`src/rtl/video_timing_gen.sv`:
```
// -----------------------------------------------------------------------------
// video_timing_gen
//
// Raster timing controller for the HDMI test-pattern datapath. Horizontal and
// vertical counters advance at the pixel rate (gated by pix_en). Every output
// is decoded straight from those counter registers, so pixel_x/pixel_y,
// active and the syncs carry no relative skew. Geometry is fully
// parameterised; the defaults give 640x480@60 (800x525 total).
//
// Ports
//   clk          in   1   pixel-domain clock
//   rst          in   1   synchronous active-high reset
//   pix_en       in   1   pixel clock enable; counters move only when high
//   pixel_x      out  10  horizontal counter, 0..H_TOTAL-1 (raw, incl. blanking)
//   pixel_y      out  10  vertical counter, 0..V_TOTAL-1
//   active       out  1   visible-area flag
//   hsync        out  1   horizontal sync, asserted level HSYNC_POL
//   vsync        out  1   vertical sync, asserted level VSYNC_POL
//   line_start   out  1   one-clock strobe at h_cnt==0 on an enabled cycle
//   frame_start  out  1   one-clock strobe at (0,0) on an enabled cycle
//   frame_count  out  16  index of the current frame (wraps mod 2^16)
// -----------------------------------------------------------------------------
module video_timing_gen #(
   parameter int H_ACTIVE  = 640,
   parameter int H_FRONT   = 16,
   parameter int H_SYNC    = 96,
   parameter int H_BACK    = 48,
   parameter int V_ACTIVE  = 480,
   parameter int V_FRONT   = 10,
   parameter int V_SYNC    = 2,
   parameter int V_BACK    = 33,
   parameter bit HSYNC_POL = 1'b0,
   parameter bit VSYNC_POL = 1'b0
) (
   input  logic        clk,
   input  logic        rst,
   input  logic        pix_en,
   output logic [9:0]  pixel_x,
   output logic [9:0]  pixel_y,
   output logic        active,
   output logic        hsync,
   output logic        vsync,
   output logic        line_start,
   output logic        frame_start,
   output logic [15:0] frame_count
);

   localparam int H_TOTAL = H_ACTIVE + H_FRONT + H_SYNC + H_BACK;
   localparam int V_TOTAL = V_ACTIVE + V_FRONT + V_SYNC + V_BACK;

   // Counters are 10 bits wide, so a larger raster cannot be represented.
   if (H_TOTAL > 1024 || V_TOTAL > 1024 || H_TOTAL < 1 || V_TOTAL < 1) begin : g_geometry_check
      $error("video_timing_gen: H_TOTAL=%0d / V_TOTAL=%0d outside 1..1024", H_TOTAL, V_TOTAL);
   end

   localparam logic [9:0] H_LAST = 10'(H_TOTAL - 1);
   localparam logic [9:0] V_LAST = 10'(V_TOTAL - 1);

   // Decode boundaries are one bit wider than the counters so that a region
   // ending exactly at 1024 still compares correctly.
   localparam logic [10:0] H_ACT_END   = 11'(H_ACTIVE);
   localparam logic [10:0] H_SYNC_BEG  = 11'(H_ACTIVE + H_FRONT);
   localparam logic [10:0] H_SYNC_END  = 11'(H_ACTIVE + H_FRONT + H_SYNC);
   localparam logic [10:0] V_ACT_END   = 11'(V_ACTIVE);
   localparam logic [10:0] V_SYNC_BEG  = 11'(V_ACTIVE + V_FRONT);
   localparam logic [10:0] V_SYNC_END  = 11'(V_ACTIVE + V_FRONT + V_SYNC);

   logic [9:0]  h_cnt;
   logic [9:0]  v_cnt;
   logic [15:0] frame_cnt;
   logic [10:0] h_ext;
   logic [10:0] v_ext;
   logic        in_hsync;
   logic        in_vsync;

   // Reset parks the raster on its final blanking pixel with frame_cnt at
   // all-ones, so the first enabled edge lands on (0,0) and frame 0.
   // NOTE: sequential state uses non-blocking assignments so every register
   // samples the pre-edge values of its neighbours; blocking here would let
   // v_cnt see an already-wrapped h_cnt and break the simultaneous wrap.
   always_ff @(posedge clk) begin
      if (rst) begin
         h_cnt     <= H_LAST;
         v_cnt     <= V_LAST;
         frame_cnt <= 16'hFFFF;
      end else if (pix_en) begin
         if (h_cnt == H_LAST) begin
            h_cnt <= 10'd0;
            if (v_cnt == V_LAST) begin
               v_cnt     <= 10'd0;
               frame_cnt <= frame_cnt + 16'd1;
            end else begin
               v_cnt <= v_cnt + 10'd1;
            end
         end else begin
            h_cnt <= h_cnt + 10'd1;
         end
      end
   end

   assign h_ext = {1'b0, h_cnt};
   assign v_ext = {1'b0, v_cnt};

   assign in_hsync = (h_ext >= H_SYNC_BEG) && (h_ext < H_SYNC_END);
   assign in_vsync = (v_ext >= V_SYNC_BEG) && (v_ext < V_SYNC_END);

   assign pixel_x     = h_cnt;
   assign pixel_y     = v_cnt;
   assign frame_count = frame_cnt;
   assign active      = (h_ext < H_ACT_END) && (v_ext < V_ACT_END);
   assign hsync       = in_hsync ? HSYNC_POL : ~HSYNC_POL;
   assign vsync       = in_vsync ? VSYNC_POL : ~VSYNC_POL;

   // Strobes are masked by rst: in the first reset cycle the counters can
   // still sit at h_cnt==0, and the encoder must not see a line/frame start
   // for a raster that is about to be discarded.
   assign line_start  = pix_en && !rst && (h_cnt == 10'd0);
   assign frame_start = line_start && (v_cnt == 10'd0);

endmodule
```
`config.mk`:
```
export PLATFORM = sky130hd
export DESIGN_NAME = video_timing_gen
export DESIGN_NICKNAME = d
export VERILOG_FILES = /design/src/rtl/video_timing_gen.sv
export SDC_FILE = /design/constraint.sdc
export NUM_CORES = 1
export LEC_CHECK = 0
export BUFFER_PORTS_ARGS = -buffer_cell sky130_fd_sc_hd__buf_2
export CORE_AREA = 2 2 67 69
export CTS_CLUSTER_DIAMETER = 40
export DETAILED_ROUTE_END_ITERATION = 8
export DIE_AREA = 0 0 69 71
export PLACE_DENSITY_LB_ADDON = 0.08
export SLEW_MARGIN = 20
export SYNTH_ARGS = -nofsm -noshare
export SYNTH_HDL_FRONTEND = slang
export SYNTH_SLANG_ARGS = --single-unit
```
`constraint.sdc`:
```
create_clock -name clk -period 2.7 [get_ports clk]
set_input_delay 0.405 -clock clk [delete_from_list [all_inputs] [get_ports clk]]
set_output_delay 0.405 -clock clk [all_outputs]
set_load 0.05 [all_outputs]
```
==> flow_summary.yaml, run 1 <==
logic_synthesis:
  ys_ff_latch: 36
  syn_area_sq_mm: 0.00181
  ys_top_cells_by_count: "dfxtp_1, nand2_1, nand3_1"
  yosysMostFrequentCell: "dfxtp_1"
  async_flop_share: 0
  ys_types: 36
  yosysWarnings: 0
  synth-main-ff-cell: "dfxtp_1"
  synth_area_per_cell_sq_um: 8.33
  syn_inst: 217
  synth_area_leader_cell: "dfxtp_1"
  synth_edf_count: 0
  syn_nets: 226
  synthTopCellsByArea: "dfxtp_1, nand3_1, xnor2_1"
  synth_top_cell_area_share: 0.399
  yosysSeqAreaShare: 0.399
critical_path:
  timing.rr.end: "frame_count[15]"
  crit_slowest_cell: "or4_1"
  cp.required_ps: 2930
  setup.worst_path.start_class: "register"
  reg2reg_slack_ps: 350
  critPathMaxStageDelay_ps: 660
  critical_path_buf_inv_count: 0
  worstSetupEndpointType: "register"
  path_common_cell: "or4_1"
  r2r_cells: 6
  worstPathArrival_ps: 2580
  crit_chain: "ha_1 > nand4_1 > or2_0 > or4_1 > or4_1 > nand3_1"
  r2r-start: "pixel_x[0]"
  crit_fanout: 8
  crit_family: "simple AND/OR/NAND/NOR gates"
  critPathKind: "reg -> reg"
floorplan:
  initial_utilization: 0.430
  num_io_pins: 44
  die_area_sq_mm: 0.00490
  core-area_sq_mm: 0.00420
  row_count: 24
  die_w_microns: 69
  die_h_microns: 71
route:
  wire_per_inst_microns: 13.0
  ant_nets: 0
  via_count: 1671
  wirelength_met1_mm: 2.08
  wl_met2_mm: 1.78
  routed-wl-met3_microns: 154
  via_per_inst: 5.36
  dr.pass1.iters: 4
  drt_iter0_markers: 78
  top_layer: "met4"
  wirelength_mm: 4.07
  drc_errors: 0
sta:
  slew_viol_final: 0
  finalHoldViolCount: 0
  setup_viol: 0
  tightest_slew_ps: 590
  slew_headroom: 0.605
  fmax_ghz: 0.426
  setup_tns_ps: 0
  rsz0062_at_grt: "false"
  fin_crit_sh: 0.870
  period_needed_ps: 2350
  fin_skew_ps: 3.74
finish:
  fin_nets: 268
  seqCellArea_sq_um: 721
  fin_area_sq_mm: 0.00217
  drive_gt1_frac: 0.215
  diodes: 0
  multiInputGateArea_sq_mm: 0.00102
  num-fill-cells: 428
  area_delta_synth_final_pct: 20.3
place:
  post_dp_cell_area_sq_mm: 0.00206
  port_buffers: 43
  gp_congestion: 0.756
  hpwl_mm: 2.90
global_routing:
  grt_usage: 0.170
  grt-ovfl-total: 0
  grt_pass1_vias: 1450
  antenna_found_initial: 0
  grt_max_degree: 20
  grt_pass1_wl_mm: 6.76
pwr:
  power_leakage_nw: 0.909
  seq_power_share: 0.370
  power_density_mw_per_mm2: 886
  internal-power_mw: 1.10
  ir_drop_v: 0.000459
  p_sw_frac: 0.431
  power_frac_clock: 0.248
  combPwrFrac: 0.382
  p_sw_uw: 831
status:
  status: "complete, no violations"
cts:
  clock_sinks: 36
  ctsResizeCount: 0
  clock_latency_ps: 290
  cts_inserted_buffers: 5
  cts_buffer_depth: 2
  cts_setup_buffers: 0
  root_buffer: "clkbuf_8"
  ctsHtreeMaxLevel: 2
  hold_buffers: 0
  cts_tree: "built"
  path_clk_slew_ps: 80
min_path:
  holdPathEnd: "pixel_x[1]"
  hold_start: "pix_en"
  worstHoldPathCells: 2
  hold_path.class: "in -> reg"
run:
  drv_cap: 0
## state kept, by name (all words and copies together), names as in the netlist
| register | count |
|---|---|
| pixel_y | 10 |
| pixel_x | 10 |
| frame_count | 16 |
## worst max path at each step
stage,start,endpoint,depth (start not counted)
after floorplan,pixel_x[1],frame_count[15],8
after global placement,pixel_x[0],frame_count[15],6
after detailed placement,pixel_x[0],frame_count[15],6
after CTS,pixel_x[0],frame_count[15],6
after global routing,pixel_x[0],frame_count[15],6
final,pixel_x[0],frame_count[15],6
## worst register-to-register path, cell delays in order (launching register included)
cell and delay, ps:
dfxtp_1 400, ha_1 250, nand4_1 130, or2_0 350
or4_1 660, or4_1 430, nand3_1 90
## per-stage QoR
| step | hold slack [ps] | util | total power [mW] | cells | worst slack [ps] |
|---|---|---|---|---|---|
| 3_5_place_dp | 487 | 0.491 | 1.47 | 304 | 367 |
| 5_1_grt | 507 | 0.517 | 2.06 | 312 | 142 |
| 3_3_place_gp | 488 | 0.491 | 1.46 | 304 | 426 |
| 6_report | 463 | 0.517 | 1.93 | 312 | 352 |
| 2_1_floorplan | 717 | - | 1.30 | 217 | 65.8 |
| 4_1_cts | 453 | 0.517 | 1.95 | 312 | 352 |
## cell usage in the layout (no fill, tap or decap), types with 6 or more instances in the layout
master,count
nor2_1,9
dfxtp_1,36
nand2_1,22
xor2_1,9
or3_1,7
inv_1,8
ha_1,6
and3_1,8
buf_2,43
xnor2_1,10
nand3_1,18
o21ai_0,15
nand4_1,9
nor3_1,13
## power groups by stage
stage | Combinational, mW | Sequential [mW] | Clock (mW)
detailed placement | 0.743 | 0.724 | 0
global route | 0.814 | 0.729 | 0.516
floorplan | 0.331 | 0.972 | 0
global placement | 0.739 | 0.724 | 0
CTS | 0.745 | 0.712 | 0.493
finish | 0.737 | 0.713 | 0.477
## cell type report
type,instances,share of cell area
Clock inverter,3,0.0196
Tap cell,52,0.0299
Multi-Input combinational cell,163,0.468
Inverter,8,0.0138
Clock buffer,5,0.0316
Sequential cell,36,0.331
Timing Repair Buffer,45,0.106
## layer usage
layer	track usage	up-vias
met5	0	-
met4	0.0654	0
met3	0.0313	7
met2	0.269	31
met1	0.230	765
li1	-	868
## cell families after synthesis
family,Yosys count,share of synthesized area
simple gates,109,0.328
flops,36,0.399
compound gates,29,0.101
xor+xnor,19,0.0920
buf+inv,18,0.0388
fa+ha+maj,6,0.0415
Power figures use the tool's default switching activity.
==> inputs of run 2 (changes only) <==
Settings changed: PLACE_DENSITY set to 0.67, PLACE_DENSITY_LB_ADDON 0.08 to unset.
==> flow_summary.yaml, run 2 (synthesis gave the netlist of run 1 again) <==
status:
  status: "complete, no violations"
global_routing:
  grt_usage: 0.181
  busiest_layer: "met2"
  use_met1: 0.230
  grt_pass1_vias: 1582
  antenna_found_initial: 0
  gr-usage-met3: 0.0456
  grtUsageMet2: 0.290
  grt-ovfl-total: 0
  grt_max_degree: 19
  grt_pass1_wl_mm: 7.22
critical_path:
  crit_family: "simple AND/OR/NAND/NOR gates"
  critPathKind: "reg -> reg"
  setup.worst_path.start_class: "register"
  reg2reg_slack_ps: 360
  path_common_cell: "or4_1"
  crit_chain: "ha_1 > nand4_1 > or2_0 > or4_1 > or4_1 > nand3_1"
  worstSetupEndpointType: "register"
  critPathMaxStageDelay_ps: 660
  crit_slowest_cell: "or4_1"
  crit_fanout: 8
  critical_path_buf_inv_count: 0
  worstPathArrival_ps: 2570
  cp.required_ps: 2930
place:
  hpwl_mm: 3.06
  place_ws_ps: 378
  port_buffers: 43
  post_dp_cell_area_sq_mm: 0.00207
  gp_congestion: 0.810
finish:
  area_delta_synth_final_pct: 19.5
  fin_area_sq_mm: 0.00216
  num-fill-cells: 437
  largest_register_ffs: 16
  diodes: 0
  layout_commonest_cell: "buf_2"
  final_cell_mix: "buf_2, dfxtp_1, nand2_1"
  fin_nets: 269
  drive_gt1_frac: 0.211
route:
  wirelength_mm: 4.13
  drc_errors: 0
  dr.pass1.iters: 4
  via_per_inst: 5.52
  via_count: 1729
  wire_per_inst_microns: 13.2
  drt_iter0_markers: 96
  ant_nets: 0
cts:
  cts_tree: "built"
  cts_buffer_depth: 2
  ctsResizeCount: 0
  hold_buffers: 0
  clock_sinks: 36
  clock_latency_ps: 280
  ctsHtreeMaxLevel: 2
  root_buffer: "clkbuf_8"
  path_clk_slew_ps: 70
  cts_inserted_buffers: 5
  cts_setup_buffers: 0
floorplan:
  num_io_pins: 44
  die_w_microns: 69
  die_h_microns: 71
  row_count: 24
  initial_utilization: 0.430
  die_area_sq_mm: 0.00490
  core-area_sq_mm: 0.00420
sta:
  setup_viol: 0
  finalHoldViolCount: 0
  tightest_slew_ps: 581
  period_needed_ps: 2340
  fmax_ghz: 0.427
  slew_viol_final: 0
  fin_crit_sh: 0.866
  fin_skew_ps: 4.82
  fin_ws_ps: 361
  slew_headroom: 0.611
  setup_tns_ps: 0
  rsz0062_at_grt: "false"
pwr:
  power_leakage_nw: 0.905
  power_mw: 1.84
  power_density_mw_per_mm2: 853
  ir_drop_v: 0.000362
run:
  drv_cap: 0
min_path:
  hold_path.class: "in -> reg"
## run 2: area by class of cell
type | instances | area (sq um) | area share
multi-input combinational | 163 | 1020 | 0.471
sequential | 36 | 721 | 0.334
timing repair buffer | 46 | 238 | 0.110
clock buffer | 8 | 90.1 | 0.0417
tap | 52 | 65.1 | 0.0301
inverter | 8 | 30.0 | 0.0139
## run 2: power breakdown
part,switching [mW],internal [mW]
combinational,0.521,0.215
sequential,0.105,0.610
clock,0.184,0.208
## run 2: through the flow
| step | util | hold slack (ps) | std cells |
|---|---|---|---|
| after floorplan | - | 717 | 217 |
| after CTS | 0.514 | 453 | 313 |
| final | 0.514 | 456 | 313 |
| after detailed placement | 0.493 | 489 | 305 |
| after global routing | 0.514 | 480 | 313 |
| after global placement | 0.493 | 484 | 305 |
## run 2: path summary, 6_finish.rpt
path | startpoint | cells past startpoint | end
setup / recovery | pixel_x[1] | 6 | frame_count[15]
hold / removal | pix_en | 2 | pixel_x[1]
setup reg to reg | pixel_x[1] | 6 | frame_count[15]
hold reg to reg | frame_count[15] | 2 | frame_count[15]
## run 2: routing by layer
layer	vias to the layer above	part of all wire
met3	6	0.053
li1	866	-
met2	37	0.46
met1	820	0.47
met4	0	0.016
met5	-	0
